[src/rtl/lfsr_seq_detector.sv]
// Serial pattern detector for the LFSR stimulus stream: counts pattern hits per
// measurement window and records the in-window position of the most recent hit.
module lfsr_seq_detector #(
  parameter int unsigned          PAT_LEN = 4,
  parameter logic [PAT_LEN-1:0]   PATTERN = 4'b1011,
  parameter bit                   OVERLAP = 1'b1,
  parameter int unsigned          CNT_W   = 8,
  parameter int unsigned          POS_W   = 24
) (
  input  logic             clk,
  input  logic             reset,
  input  logic             bit_in,
  input  logic             bit_valid,
  input  logic             window_tick,
  input  logic             clr,
  output logic             detect,
  output logic [CNT_W-1:0] match_cnt,
  output logic [CNT_W-1:0] window_count,
  output logic             window_valid,
  output logic [POS_W-1:0] last_match_pos
);

  localparam int unsigned          FILL_W    = $clog2(PAT_LEN + 1);
  localparam logic [FILL_W-1:0]    FILL_FULL = FILL_W'(PAT_LEN);

  logic [PAT_LEN-1:0] r_hist;
  logic [FILL_W-1:0]  r_fill;
  logic [POS_W-1:0]   r_bit_pos;
  logic [CNT_W-1:0]   r_match_cnt;
  logic [CNT_W-1:0]   r_window_count;
  logic [POS_W-1:0]   r_last_match_pos;
  logic               r_detect;
  logic               r_window_valid;

  logic [PAT_LEN-1:0] w_hist_next;
  logic [FILL_W-1:0]  w_fill_next;
  logic               w_match;
  logic [CNT_W-1:0]   w_cnt_inc;

  // Comparator looks at the history as it will be after this edge.
  always_comb begin
    w_hist_next = r_hist;
    w_fill_next = r_fill;
    if (bit_valid) begin
      w_hist_next = {r_hist[PAT_LEN-2:0], bit_in};
      if (r_fill != FILL_FULL) begin
        w_fill_next = r_fill + FILL_W'(1);
      end
    end
    w_match   = bit_valid && (w_fill_next == FILL_FULL) && (w_hist_next == PATTERN);
    w_cnt_inc = r_match_cnt;
    if (w_match && (r_match_cnt != {CNT_W{1'b1}})) begin
      w_cnt_inc = r_match_cnt + CNT_W'(1);
    end
  end

  always_ff @(posedge clk or negedge reset) begin
    if (!reset) begin
      r_hist           <= '0;
      r_fill           <= '0;
      r_bit_pos        <= '0;
      r_match_cnt      <= '0;
      r_window_count   <= '0;
      r_last_match_pos <= '0;
      r_detect         <= 1'b0;
      r_window_valid   <= 1'b0;
    end else if (clr) begin
      r_hist         <= '0;
      r_fill         <= '0;
      r_bit_pos      <= '0;
      r_match_cnt    <= '0;
      r_detect       <= 1'b0;
      r_window_valid <= 1'b0;
    end else begin
      r_hist         <= w_hist_next;
      r_fill         <= (w_match && !OVERLAP) ? '0 : w_fill_next;
      r_detect       <= w_match;
      r_window_valid <= window_tick;
      if (w_match) begin
        r_last_match_pos <= r_bit_pos;
      end
      // History survives the window boundary; only the counters restart.
      if (window_tick) begin
        r_window_count <= w_cnt_inc;
        r_match_cnt    <= '0;
        r_bit_pos      <= '0;
      end else begin
        r_match_cnt <= w_cnt_inc;
        if (bit_valid) begin
          r_bit_pos <= r_bit_pos + POS_W'(1);
        end
      end
    end
  end

  assign detect         = r_detect;
  assign match_cnt      = r_match_cnt;
  assign window_count   = r_window_count;
  assign window_valid   = r_window_valid;
  assign last_match_pos = r_last_match_pos;

endmodule

[config.mk]
export PLATFORM = sky130hd
export DESIGN_NAME = lfsr_seq_detector
export DESIGN_NICKNAME = d
export VERILOG_FILES = /design/src/rtl/lfsr_seq_detector.sv
export SDC_FILE = /design/constraint.sdc
export NUM_CORES = 1
export LEC_CHECK = 0
export ABC_CLOCK_PERIOD_IN_PS = 4050
export CORE_ASPECT_RATIO = 1.4
export CORE_MARGIN = 3
export CORE_UTILIZATION = 46
export DETAILED_ROUTE_END_ITERATION = 16
export HOLD_SLACK_MARGIN = 0.15
export PLACE_DENSITY = 0.71
export SYNTH_ARGS = -nofsm -noshare
export SYNTH_HDL_FRONTEND = slang
export SYNTH_SLANG_ARGS = --single-unit
[constraint.sdc]
create_clock -name clk -period 4.05 [get_ports clk]
set_input_delay 0.405 -clock clk [delete_from_list [all_inputs] [get_ports clk]]
set_output_delay 0.405 -clock clk [all_outputs]
set_load 0.03 [all_outputs]
==> results list <==
* DPL Wire Length: 4.35 mm
* Number of buffers inserted for hold repair after clock tree synthesis: 0
- Critical path cell sequence: clkdlybuf4s50_1 > nand2_1 > or4_1 > or4_1 > a21oi_1
- Post-layout power: 1310 µW
- In this run, distinct cell masters in the synthesized netlist total 46.
* Area after detailed placement: 3850 µm²
* Slew margin rel.: 25.2%
* EDFF count, synth: 0
- The via count of the first global-routing pass is 2483.
* Placeable core area: 6980 µm²
* Register bit count reported by yosys: 72
- Result of the run: finished, final reports clean
- Post-synthesis net count: 303
- Fraction of final layout cells with drive strength greater than 1: 14.5%
* H-tree depth reported by CTS: 3
- On the critical path, the stage with the largest delay is an instance of clkdlybuf4s50_1.
- DIE AREA: 8280 µm²
* Highest net fanout along the worst path: 15
* Worst-case vdd ir drop: 252 µV
- For this run, design rule violations remaining after detail routing come to 0.
* Number of pins with negative max-slew slack in the final report: 0
- The worst setup path is launched from an input port.
- Antenna violations before repair: 0
- Synth Cell Area: 3320 µm²
* Number of buffers inserted to repair setup after CTS: 0
* Global router's overall resource usage: 17.3%
- The first global-routing pass estimated 11.5 mm of wire.
* TritonCTS clock tree: yes
- Total global routing overflow: 0
- For this design the top-level I/O count stands at 48.
- Leak pwr: 0.00166 µW
- Aggregate negative setup slack: 0 ns
* Die Y: 106 µm
- TritonCTS Buffers: 9
* Port Buffer Count: 47
* Signal arrival time at the worst endpoint: 2.90 ns
- The tool flagged a number of max-cap violations equal to 0.
- Maximum clock rate: 0.379 GHz
- Longest Clk Path Bufs: 2
- Layout Area Growth over Synthesis: 20.7%
- After floorplanning, the core was divided into 36 placement rows.
- Largest net degree at the start of global routing: 51
- Fill cells: 633
- Clock root buffer master: clkbuf_8
- Gates resized during post-CTS repair numbered 0.
- Required time reported for the critical path endpoint: 4.31 ns
- Avg Inst Size Synth: 11.3 µm²
- Min Tclk post-route: 2.64 ns
- Die width: 77.8 µm
* Clock insertion delay at the later pin of the skew report: 0.34 ns
* 1st-iter DRT viols: 143
- The initial utilization of the core area, before any placement, comes to 47.5%.
- Sequential elements use 54.3% of the synthesized area.
* Syn. warnings: 0
- Proportion of synthesized flip-flops having asynchronous set or reset: 100%
* Post-Route WL: 6.39 mm
* Utilization of the core after routing: 57.3%
- Detailed routing inserted a total of 2469 vias.
* Vias per std cell: 5.62
* Type of the worst setup path: input port to flop
- Once detail routing completed, the nets flagged for antenna violations numbered 0.
- At the pin with the least slew margin, the transition time is 1.12 ns.
* WL/cell: 14.6 µm
- Between clock sinks in the finished design, the worst skew comes to 0.00628 ns.
* Period utilisation layout: 65.1%
- At the end of routability-driven placement, the weighted congestion stood at 0.805.
* Worst hold-check path type: input port to async pin
* Number of clock sinks: 72
* Power Density: 328 nW/µm²
* Cell repeated most along the worst path: or4_1
- Cell count after synthesis: 293
- RSZ-0062 raised after global routing: false
- First-pass DRT Iterations: 4
* Clock transition at the registers of the reported paths: 0.06 ns
- Maximum single-stage delay on the critical path: 0.84 ns
- Inserted Diodes: 0
- With fillers left out, the area of the finished cells amounts to 4000 µm².
- Net count of the finished layout: 351
- Number of hold-slack violations in the final timing report: 0
- STA classifies the critical path endpoint as a flop.
* Count of endpoints failing setup in the final report: 0
- The most used flip-flop cell after synthesis is dfrtp_1.
==> metal layers <==
metal / share of wire, % / wire length, µm / global-route usage (%) / vias up
met5: 0 / 0 / 0 / -
met4: 0.94 / 60 / 8.40 / 0
met3: 3.5 / 225 / 2.97 / 5
met2: 49 / 3150 / 27.8 / 43
met1: 46 / 2950 / 22.5 / 1224
li1: - / - / - / 1197
==> cell type report <==
class | count | area [µm²] | area share [%]
inverter | 10 | 37.5 | 0.938
sequential | 72 | 1800 | 45.0
clock buffer | 13 | 149 | 3.72
multi-input combinational | 198 | 1400 | 35.1
timing repair buffer | 50 | 488 | 12.2
clock inverter | 1 | 5.00 | 0.125
tap | 95 | 119 | 2.97
==> cell usage after synthesis, types with 2 or more instances <==
master	number	share of area, %
dfrtp_1	72	54
buf_4	3	0.68
and3_1	4	0.75
xnor2_1	4	1.1
nand2_1	12	1.4
mux2_2	24	8.1
a21oi_1	16	2.4
inv_1	10	1.1
o31ai_1	14	3.2
ha_1	4	1.5
xor2_1	3	0.79
mux2i_1	5	1.5
nor4_1	4	0.75
nand4_1	5	0.94
nand3_1	11	1.7
buf_2	2	0.30
or2_2	2	0.38
and2_1	3	0.57
or4b_2	2	0.60
and4_1	2	0.53
a31oi_1	8	1.5
o211ai_1	6	1.4
nor2b_1	2	0.38
clkbuf_1	5	0.57
o21ai_0	8	1.2
or3_1	4	0.75
nor3_1	6	0.91
or4_1	11	2.5
nand3_2	2	0.60
o41ai_1	3	0.79
nor2_1	21	2.4
==> where the power goes <==
part	internal (µW)	total [µW]	switching [µW]	leakage, µW
Clock	232	471	239	0.0000794
Sequential	731	739	7.52	0.000989
Combinational	34.6	102	67.2	0.000590
==> worst paths after layout <==
| path | startpoint | endpoint | slack, ns | depth (start not counted) |
|---|---|---|---|---|
| max | bit_valid | r_bit_pos[18] | 1.41 | 5 |
| min | reset | last_match_pos[16] | 0.28 | 1 |
| max reg2reg | r_bit_pos[0] | r_bit_pos[18] | 1.76 | 5 |
| min reg2reg | r_bit_pos[23] | r_bit_pos[23] | 0.50 | 1 |
| max in group asynchronous | reset | r_bit_pos[12] | 2.87 | 2 |
| min in group clk | r_bit_pos[23] | r_bit_pos[23] | 0.50 | 1 |
==> flip-flops by register name (all words and copies together), names as in the netlist <==
| name | flops |
|---|---|
| detect | 1 |
| last_match_pos | 24 |
| match_cnt | 8 |
| r_bit_pos | 24 |
| r_fill | 3 |
| r_hist | 3 |
| window_count | 8 |
| window_valid | 1 |
==> critical path: cells and delay by family <==
family                 cells  cell delay, ns
and+or+nand+nor            3            1.47
buffers and inverters      1            0.84
AOI/OAI and AO/OA          1            0.17
==> cells by family after synthesis <==
logic type                 share of synthesized area [%]
DFF                                                 54.3
AOI/OAI and AO/OA                                   11.9
buffers and inverters                               3.39
xor gates and xnor gates                            2.34
adders and majority gates                           1.51
and+or+nand+nor                                     16.9
muxes                                               9.65
==> metrics by stage <==
stage,setup slack [ns],std cells,hold slack [ns]
2_1_floorplan,2.01,293,0.109
3_3_place_gp,1.13,425,0.474
3_5_place_dp,1.05,425,0.484
4_1_cts,1.41,439,0.319
5_1_grt,1.27,439,0.374
6_report,1.41,439,0.277
==> cell usage in the layout (no fill, tap or decap), types with 2 or more instances in the layout <==
master | synthesis | layout
or4b_2 | 2 | 2
or4_1 | 11 | 11
nand2_1 | 12 | 12
or2_2 | 2 | 2
o21ai_0 | 8 | 8
and4_1 | 2 | 2
buf_4 | 3 | 3
nor3_1 | 6 | 6
dfrtp_1 | 72 | 72
o211ai_1 | 6 | 6
nand3_2 | 2 | 2
mux2_2 | 24 | 24
o41ai_1 | 3 | 3
clkbuf_8 | 0 | 10
nor2b_1 | 2 | 2
inv_1 | 10 | 10
nor2_1 | 21 | 21
o31ai_1 | 14 | 14
nand3_1 | 11 | 11
clkdlybuf4s50_1 | 0 | 46
and2_1 | 3 | 3
nor4_1 | 4 | 4
xor2_1 | 3 | 3
xnor2_1 | 4 | 4
nand4_1 | 5 | 5
and3_1 | 4 | 4
or3_1 | 4 | 4
a31oi_1 | 8 | 8
clkbuf_1 | 5 | 3
a21oi_1 | 16 | 16
mux2i_1 | 5 | 5
ha_1 | 4 | 4
Note: power is estimated with default switching activity, not from simulation.
